[config.mk]
export PLATFORM = sky130hd
export DESIGN_NAME = key_press_detector_flat
export DESIGN_NICKNAME = d
export VERILOG_FILES = /design/src/rtl/key_press_detector_if.sv /design/src/rtl/key_press_detector.sv /design/src/flat_wrapper.sv
export SDC_FILE = /design/constraint.sdc
export NUM_CORES = 1
export LEC_CHECK = 0
export ABC_CLOCK_PERIOD_IN_PS = 6190
export CAP_MARGIN = 20
export CORE_UTILIZATION = 40
export DETAILED_ROUTE_END_ITERATION = 10
export PLACE_DENSITY = 0.65
export REMOVE_ABC_BUFFERS = 1
export SETUP_SLACK_MARGIN = 0.5
export SLEW_MARGIN = 20
export SYNTH_ARGS = -nofsm -noshare
export SYNTH_HDL_FRONTEND = slang
export SYNTH_SLANG_ARGS = --single-unit
[constraint.sdc]
create_clock -name clk -period 6.19 [get_ports clk]
set_input_delay 1.238 -clock clk [delete_from_list [all_inputs] [get_ports clk]]
set_output_delay 1.238 -clock clk [all_outputs]
set_load 0.005 [all_outputs]
[src/rtl/key_press_detector_if.sv]
// rtl/key_press_detector_if.sv - pixel stream bundle from the camera capture stage
interface key_press_detector_if;
    logic       frame_start;
    logic       frame_end;
    logic       pix_valid;
    logic [9:0] pix_x;
    logic [9:0] pix_y;
    logic [8:0] pix_data;

    modport master (output frame_start, frame_end, pix_valid, pix_x, pix_y, pix_data);
    modport slave  (input  frame_start, frame_end, pix_valid, pix_x, pix_y, pix_data);
endinterface

[src/rtl/key_press_detector.sv]
// rtl/key_press_detector.sv - per-key dark pixel counting, per-frame threshold and debounced key mask
module key_press_detector #(
    parameter int NKEYS    = 8,
    parameter int X0       = 0,
    parameter int KEY_W    = 80,
    parameter int Y_TOP    = 400,
    parameter int Y_BOT    = 440,
    parameter int LUMA_TH  = 6,
    parameter int CNT_TH   = 200,
    parameter int DEBOUNCE = 3
) (
    input  logic                 clk,
    input  logic                 rst,
    key_press_detector_if.slave  pix,
    output logic [NKEYS-1:0]     key_mask,
    output logic [NKEYS-1:0]     key_raw,
    output logic                 key_changed,
    output logic [7:0]           frame_cnt
);
    typedef enum logic [1:0] {IDLE, ACCUM, EVAL, UPDATE} state_t;

    state_t           state;
    logic [15:0]      cnt [NKEYS];
    logic [3:0]       ag  [NKEYS];
    logic [NKEYS-1:0] hit;
    logic [NKEYS-1:0] flip;
    logic [4:0]       luma;
    logic             dark;
    logic             in_band;

    assign luma    = 5'(pix.pix_data[8:6]) + 5'(pix.pix_data[5:3]) + 5'(pix.pix_data[2:0]);
    assign dark    = luma < 5'(LUMA_TH);
    assign in_band = (pix.pix_y >= 10'(Y_TOP)) && (pix.pix_y < 10'(Y_BOT));

    // Each key owns a fixed column range, so membership is two constant compares.
    for (genvar k = 0; k < NKEYS; k++) begin : g_key
        localparam int LO = X0 + k * KEY_W;
        localparam int HI = LO + KEY_W;
        assign hit[k]  = pix.pix_valid && in_band && dark &&
                         ({2'b00, pix.pix_x} >= 12'(LO)) && ({2'b00, pix.pix_x} < 12'(HI));
        assign flip[k] = (key_raw[k] != key_mask[k]) && ((ag[k] + 4'd1) == 4'(DEBOUNCE));
    end

    always_ff @(posedge clk) begin
        if (!rst) begin
            state       <= IDLE;
            key_mask    <= '0;
            key_raw     <= '0;
            key_changed <= 1'b0;
            frame_cnt   <= 8'd0;
            for (int k = 0; k < NKEYS; k++) begin
                cnt[k] <= 16'd0;
                ag[k]  <= 4'd0;
            end
        end else begin
            key_changed <= 1'b0;
            case (state)
                IDLE: begin
                    if (pix.frame_start) begin
                        for (int k = 0; k < NKEYS; k++) cnt[k] <= 16'd0;
                        state <= ACCUM;
                    end
                end
                ACCUM: begin
                    // A restart without a coincident frame_end aborts the frame in progress.
                    if (pix.frame_start && !pix.frame_end) begin
                        for (int k = 0; k < NKEYS; k++) cnt[k] <= 16'd0;
                    end else begin
                        for (int k = 0; k < NKEYS; k++)
                            if (hit[k] && cnt[k] != 16'hFFFF) cnt[k] <= cnt[k] + 16'd1;
                    end
                    if (pix.frame_end) state <= EVAL;
                end
                EVAL: begin
                    for (int k = 0; k < NKEYS; k++) key_raw[k] <= (cnt[k] >= 16'(CNT_TH));
                    frame_cnt <= frame_cnt + 8'd1;
                    state     <= UPDATE;
                end
                UPDATE: begin
                    for (int k = 0; k < NKEYS; k++)
                        ag[k] <= (key_raw[k] == key_mask[k] || flip[k]) ? 4'd0 : ag[k] + 4'd1;
                    key_mask    <= key_mask ^ flip;
                    key_changed <= |flip;
                    state       <= IDLE;
                end
                default: state <= IDLE;
            endcase
        end
    end
endmodule

[src/flat_wrapper.sv]
// flat-port wrapper written by rule: the top's interface ports become plain ports
module key_press_detector_flat 
#(
    parameter int NKEYS    = 8,
    parameter int X0       = 0,
    parameter int KEY_W    = 80,
    parameter int Y_TOP    = 400,
    parameter int Y_BOT    = 440,
    parameter int LUMA_TH  = 6,
    parameter int CNT_TH   = 200,
    parameter int DEBOUNCE = 3
)
  (clk, rst, key_mask, key_raw, key_changed, frame_cnt, pix_frame_start, pix_frame_end, pix_pix_valid, pix_pix_x, pix_pix_y, pix_pix_data);
  key_press_detector_if pix_i ();
  input  logic clk;
  input  logic rst;
  output logic [NKEYS-1:0] key_mask;
  output logic [NKEYS-1:0] key_raw;
  output logic key_changed;
  output logic [7:0] frame_cnt;
  input wire logic [$bits(pix_i.frame_start)-1:0] pix_frame_start;
  input wire logic [$bits(pix_i.frame_end)-1:0] pix_frame_end;
  input wire logic [$bits(pix_i.pix_valid)-1:0] pix_pix_valid;
  input wire logic [$bits(pix_i.pix_x)-1:0] pix_pix_x;
  input wire logic [$bits(pix_i.pix_y)-1:0] pix_pix_y;
  input wire logic [$bits(pix_i.pix_data)-1:0] pix_pix_data;
  assign pix_i.frame_start = pix_frame_start;
  assign pix_i.frame_end = pix_frame_end;
  assign pix_i.pix_valid = pix_pix_valid;
  assign pix_i.pix_x = pix_pix_x;
  assign pix_i.pix_y = pix_pix_y;
  assign pix_i.pix_data = pix_pix_data;
  key_press_detector #(.NKEYS(NKEYS), .X0(X0), .KEY_W(KEY_W), .Y_TOP(Y_TOP), .Y_BOT(Y_BOT), .LUMA_TH(LUMA_TH), .CNT_TH(CNT_TH), .DEBOUNCE(DEBOUNCE)) u_core (.clk(clk), .rst(rst), .pix(pix_i), .key_mask(key_mask), .key_raw(key_raw), .key_changed(key_changed), .frame_cnt(frame_cnt));
endmodule
Yosys cells after proc, flatten, opt, wreduce, memory -nomap -nowiden

Memory sizes are Yosys's and may differ from the RTL's.
Cells that the tools add are included.

Flip-flop bits (word level): 27
Bits in writable memories: 160
Input bits: 34
Output and inout bits: 25
Memories: 2

Add/subtract/negate cells: 19
Order comparisons: 26
Equal/unequal tests: 37
Muxes and demuxes: 95
Bitwise operators: 33
Reductions and logical operators: 48

Memory list:

| name       | depth | bits a word | rd ports | clocked after Yosys merged registers in | wr ports | RTL line                 | RTL |
|---|---|---|---|---|---|---|---|
| u_core.cnt | 8     | 16          | 8        | 0                                       | 8        | key_press_detector.sv:23 | `logic [15:0] cnt [NKEYS];` |
| u_core.ag  | 8     | 4           | 8        | 0                                       | 8        | key_press_detector.sv:24 | `logic [3:0] ag [NKEYS];` |

Operator list:

| kind                  | number |
|---|---|
| $mux 16               | 24 |
| $add 16x1->16 const B | 8 |
| $ge 16x8->1 const B   | 8 |
| $ne 16x16->1 const B  | 8 |
| $mux 4                | 16 |
| $mux 1                | 52 |
| $ge 10x9->1 const B   | 4 |
| $lt 10x9->1 const B   | 4 |
| $logic_and 1x1->1     | 35 |
| $add 4x1->4 const B   | 8 |
| $eq 4x2->1 const B    | 8 |
| $or 1x1->1            | 32 |
| $ge 10x8->1 const B   | 2 |
| $lt 10x10->1 const B  | 2 |
| $lt 10x8->1 const B   | 2 |
| $ge 10x10->1 const B  | 1 |
| $ge 10x7->1 const B   | 1 |
| $lt 10x7->1 const B   | 1 |
| $add 8x1->8 const B   | 1 |
| $eq 1x1->1            | 8 |
| $logic_or 1x1->1      | 8 |
| $ne 1x1->1            | 8 |
| $pmux 2 s4            | 1 |
| $reduce_or 8->1       | 1 |
| other kinds (11)      | 15 |

Logic depth before layout (Yosys ltp)

Word-level depth: 13
Depth in mapped cells: 11
Depth with buffers taken out: 9

Worst setup path before layout

No wires, ideal clock.

Path type: in2reg
Start: in pix_pix_data[3]
End: mem u_core.cnt[6][0], in the netlist u_core.cnt[1][32] (enable)
Library setup time: 0.364 ns
Arrival time: 3.880 ns
Required time: 5.826 ns
Setup slack: 1.945 ns
Cell stages on the path: 10
Path buffers: 2
Path through: ha_1 fa_1 inv_1 fa_1 and4b_1 or2_2 clkbuf_1 nand3_1 clkbuf_1 nand2_1

RTL lines:

| what        | RTL line                 | RTL |
|---|---|---|
| from (decl) | flat_wrapper.sv:26       | `input wire logic [$bits(pix_i.pix_data)-1:0] pix_pix_data;` |
| to (decl)   | key_press_detector.sv:23 |  |

==> impl_results.md <==
- Status: complete, no violations
- Design area: 12100 um^2
- Synth Area in Simple Gates: 23.1%
- CP Max Fanout: 17
- Largest family of logic cells by synthesized area: simple AND/OR/NAND/NOR gates
- Max-slew violation count: 0
- WS Path Type: in -> reg
- Crit path cell chain: clkdlybuf4s50_1 -> ha_1 -> fa_1 -> inv_1 -> fa_1 -> xnor2_1 -> nand2b_1 -> o2111a_1 -> o2111ai_2 -> buf_4 -> nand2_1
- Worst slew margin: 38.4%
- Post-DRT Antenna Nets: 0
- Hold Path Cell Cnt: 2
- Most frequent cells in the layout: nor2_1 (167), edfxtp_1 (144), nand2_1 (88), xor2_1 (85), nand3_1 (77)
- Input/output buffers: 51
- Commonest non-fill, non-tap cell in the layout: nor2_1
- Largest net degree at the start of global routing: 29
- Critical path required time: 6.25 ns
- Die width: 164 um
- Fraction of registers with async set/reset: 0%
- Post-place setup slack: 1.14 ns
- Vias in the first global route: 7105
- Routed WL: 21300 um
- Max Buffers Root-to-Sink: 2
- GPL Wtd Cong: 0.808
- Seq cells post-synth: 187
- H-tree levels: 4
- Pwr Density: 261 nW/um^2
- DR vias/cell: 5.28
- Layout cells sized above 1: 4.69%
- Fmax: 0.217 GHz
- Post-CTS sizing: 0
- Hold Crit Class: reg -> reg
- Fillers: 2444
- Max cap viols: 0
- Hold-fix buffers at CTS: 0
- P_leak: 4.22 nW
- Gr usage total: 16.5%
- Syn Area/Cell: 9.93 um^2
- R2R setup slack: 3.13 ns
- Initial DRC count: 557
- CTS Buf Count: 17
- WP data arrival: 4.67 ns
- Post-synthesis adder-cell area fraction: 5.48%
- Max incr delay on CP: 0.57 ns
- Fin. Hold Viols: 0
- RSZ-0062 raised after global routing: false
- Worst-case hold slack: 0.493 ns
- Crit end category: register
- Post-CTS setup buffer count: 0
- Register area share after synthesis: 49.2%
- Congestion Overflow GR: 0
- DIE HEIGHT: 164 um
- Top_reg_cell synth: edfxtp_1
- Sink Count: 187
- Nets: 1197
- FP Rows: 59
- Setup Viol. Count Final: 0
- Dpl cell area: 11500 um^2
- Synth area leaders: edfxtp_1 (41%), dfxtp_1 (8.2%), xor2_1 (7.1%)
- Synth warnings: 0
- Least-Margin Pin Slew: 0.922 ns
- Clk_lat worst skew: 0.43 ns
- Worst r2r src: u_core.state[1]
- WHS Endpoint: u_core.cnt[1][5]
- Hold path startpoint: u_core.cnt[1][5]
- Yosys cell types: 58
- CTS tree: done
- WL per Instance: 14.6 um
- Reg2reg path depth: 8
- Mapped cell area: 10500 um^2
- Ant. Diodes: 0
- Die area: 27000 um^2
- Post-synth EDFFs: 144
- Slowest CP cell: fa_1
- Core Region: 26000 um^2
- Peak supply drop: 0.160 mV
- IO Pins: 59
- Post-synthesis mux area share: 0.867%
- Clk_skew: 0.0107 ns
- HPWL after DPL: 14900 um
- Startpoint class of the critical path: input pin
- CTS root buf: clkbuf_16
- Yosys top cell area share: 41.0%
- Yosys top cell by area: edfxtp_1
- Syn Inst Count: 1061
- Setup TNS: 0 ns
- Fin crit period: 4.61 ns
- Final period util: 74.5%
- First-pass GRT wire length: 35500 um
- XOR/XNOR share of the synthesized area: 10.6%
- Initial core utilization: 40.6%
- Synthesis-to-finish area growth: 14.5%
- DRC viols: 0
- R2r endpoint: u_core.cnt[0][52]
- Critical Path Most Common Cell: fa_1
- Initial antenna violation count: 0
- CTS clk-pin slew, worst paths: 0.07 ns
- Synth Area in Compound Gates: 8.07%
- Post-route setup slack: 1.58 ns
- Pre-antenna DRT Iters: 4
- Vias: 7742
[worst max path at each step]
stage | start | end | slack, ns | cells after the start
after floorplan | pix_pix_data[3] | u_core.cnt[1][32] | 1.95 | 9
after global placement | pix_pix_data[3] | u_core.cnt[0][19] | 1.18 | 11
after detailed placement | pix_pix_data[3] | u_core.cnt[0][59] | 1.14 | 11
after CTS | pix_pix_data[3] | u_core.cnt[0][59] | 1.56 | 11
after global routing | pix_pix_data[3] | u_core.cnt[0][51] | 1.39 | 11
final | pix_pix_data[3] | u_core.cnt[0][52] | 1.58 | 11
[critical path, delay by kind of cell]
family,cells,cell delay [ns]
simple gates,2,0.64
xor+xnor,1,0.14
buf+inv,3,0.71
fa+ha+maj,3,1.23
compound gates,2,0.68
[synthesized netlist by cell type, types with 2 or more instances]
cell and count:
nor2_1 167, edfxtp_1 144, nand2_1 88, xor2_1 85
nand3_1 77, inv_1 45, dfxtp_1 43, ha_1 43
xnor2_1 43, a21oi_1 35, nor3_1 31, clkbuf_1 23
nand4_1 23, and3_1 22, and4_1 19, o21ai_0 19
nor4_1 17, o31ai_1 11, or4_1 11, and2_1 9
o311ai_0 9, a21o_1 8, mux2i_1 8, nand3b_1 7
o211ai_1 7, o21a_1 7, or3_1 6, a31oi_1 5
a41oi_1 4, nand2b_1 4, nor2b_1 4, a32oi_1 3
a41o_1 2, and4b_1 2, buf_2 2, fa_1 2
nand4b_1 2, nor3b_1 2, o2111ai_2 2, o211a_1 2
[sequential cells by signal, summed over array words and instances (netlist names), named ones only]
name,cells
u_core.state,2
u_core.key_raw,8
u_core.ag,32
u_core.key_changed,1
u_core.cnt,128
u_core.frame_cnt,8
[per-stage QoR]
stage	util, %	power (W)	std cells
4_1_cts	46.4	0.00318	1466
2_1_floorplan	-	0.00188	1035
3_3_place_gp	44.1	0.00205	1434
6_report	46.4	0.00315	1466
3_5_place_dp	44.1	0.00206	1434
5_1_grt	46.4	0.00329	1466
[cells by family after synthesis]
family	count (synthesis)
AOI/OAI and AO/OA	124
xor gates and xnor gates	128
adders and majority gates	45
buffers and inverters	71
DFF	187
muxes	9
and+or+nand+nor	497
[cell type report]
| class | instances | area (um^2) | share of cell area [%] |
|---|---|---|---|
| clock buffer | 21 | 514 | 4.26 |
| clock inverter | 11 | 95.1 | 0.788 |
| inverter | 45 | 169 | 1.40 |
| multi-input combinational | 803 | 5080 | 42.1 |
| sequential | 187 | 5180 | 43.0 |
| tap | 335 | 419 | 3.47 |
| timing repair buffer | 64 | 608 | 5.04 |
[report_power, final]
group	switching, W	leakage [nW]	internal [W]
Clock	0.000509	0.297	0.000609
Combinational	0.000237	2.06	0.000179
Sequential	0.000136	1.86	0.00148
[per-layer routing]
layer	up-vias	track usage [%]	share of wire [%]
met2	112	26.0	45
li1	3943	-	-
met4	0	4.55	1.3
met1	3668	23.5	51
met3	19	2.55	3.0
met5	-	0	0
No activity file was read; power rests on OpenSTA's default activity.
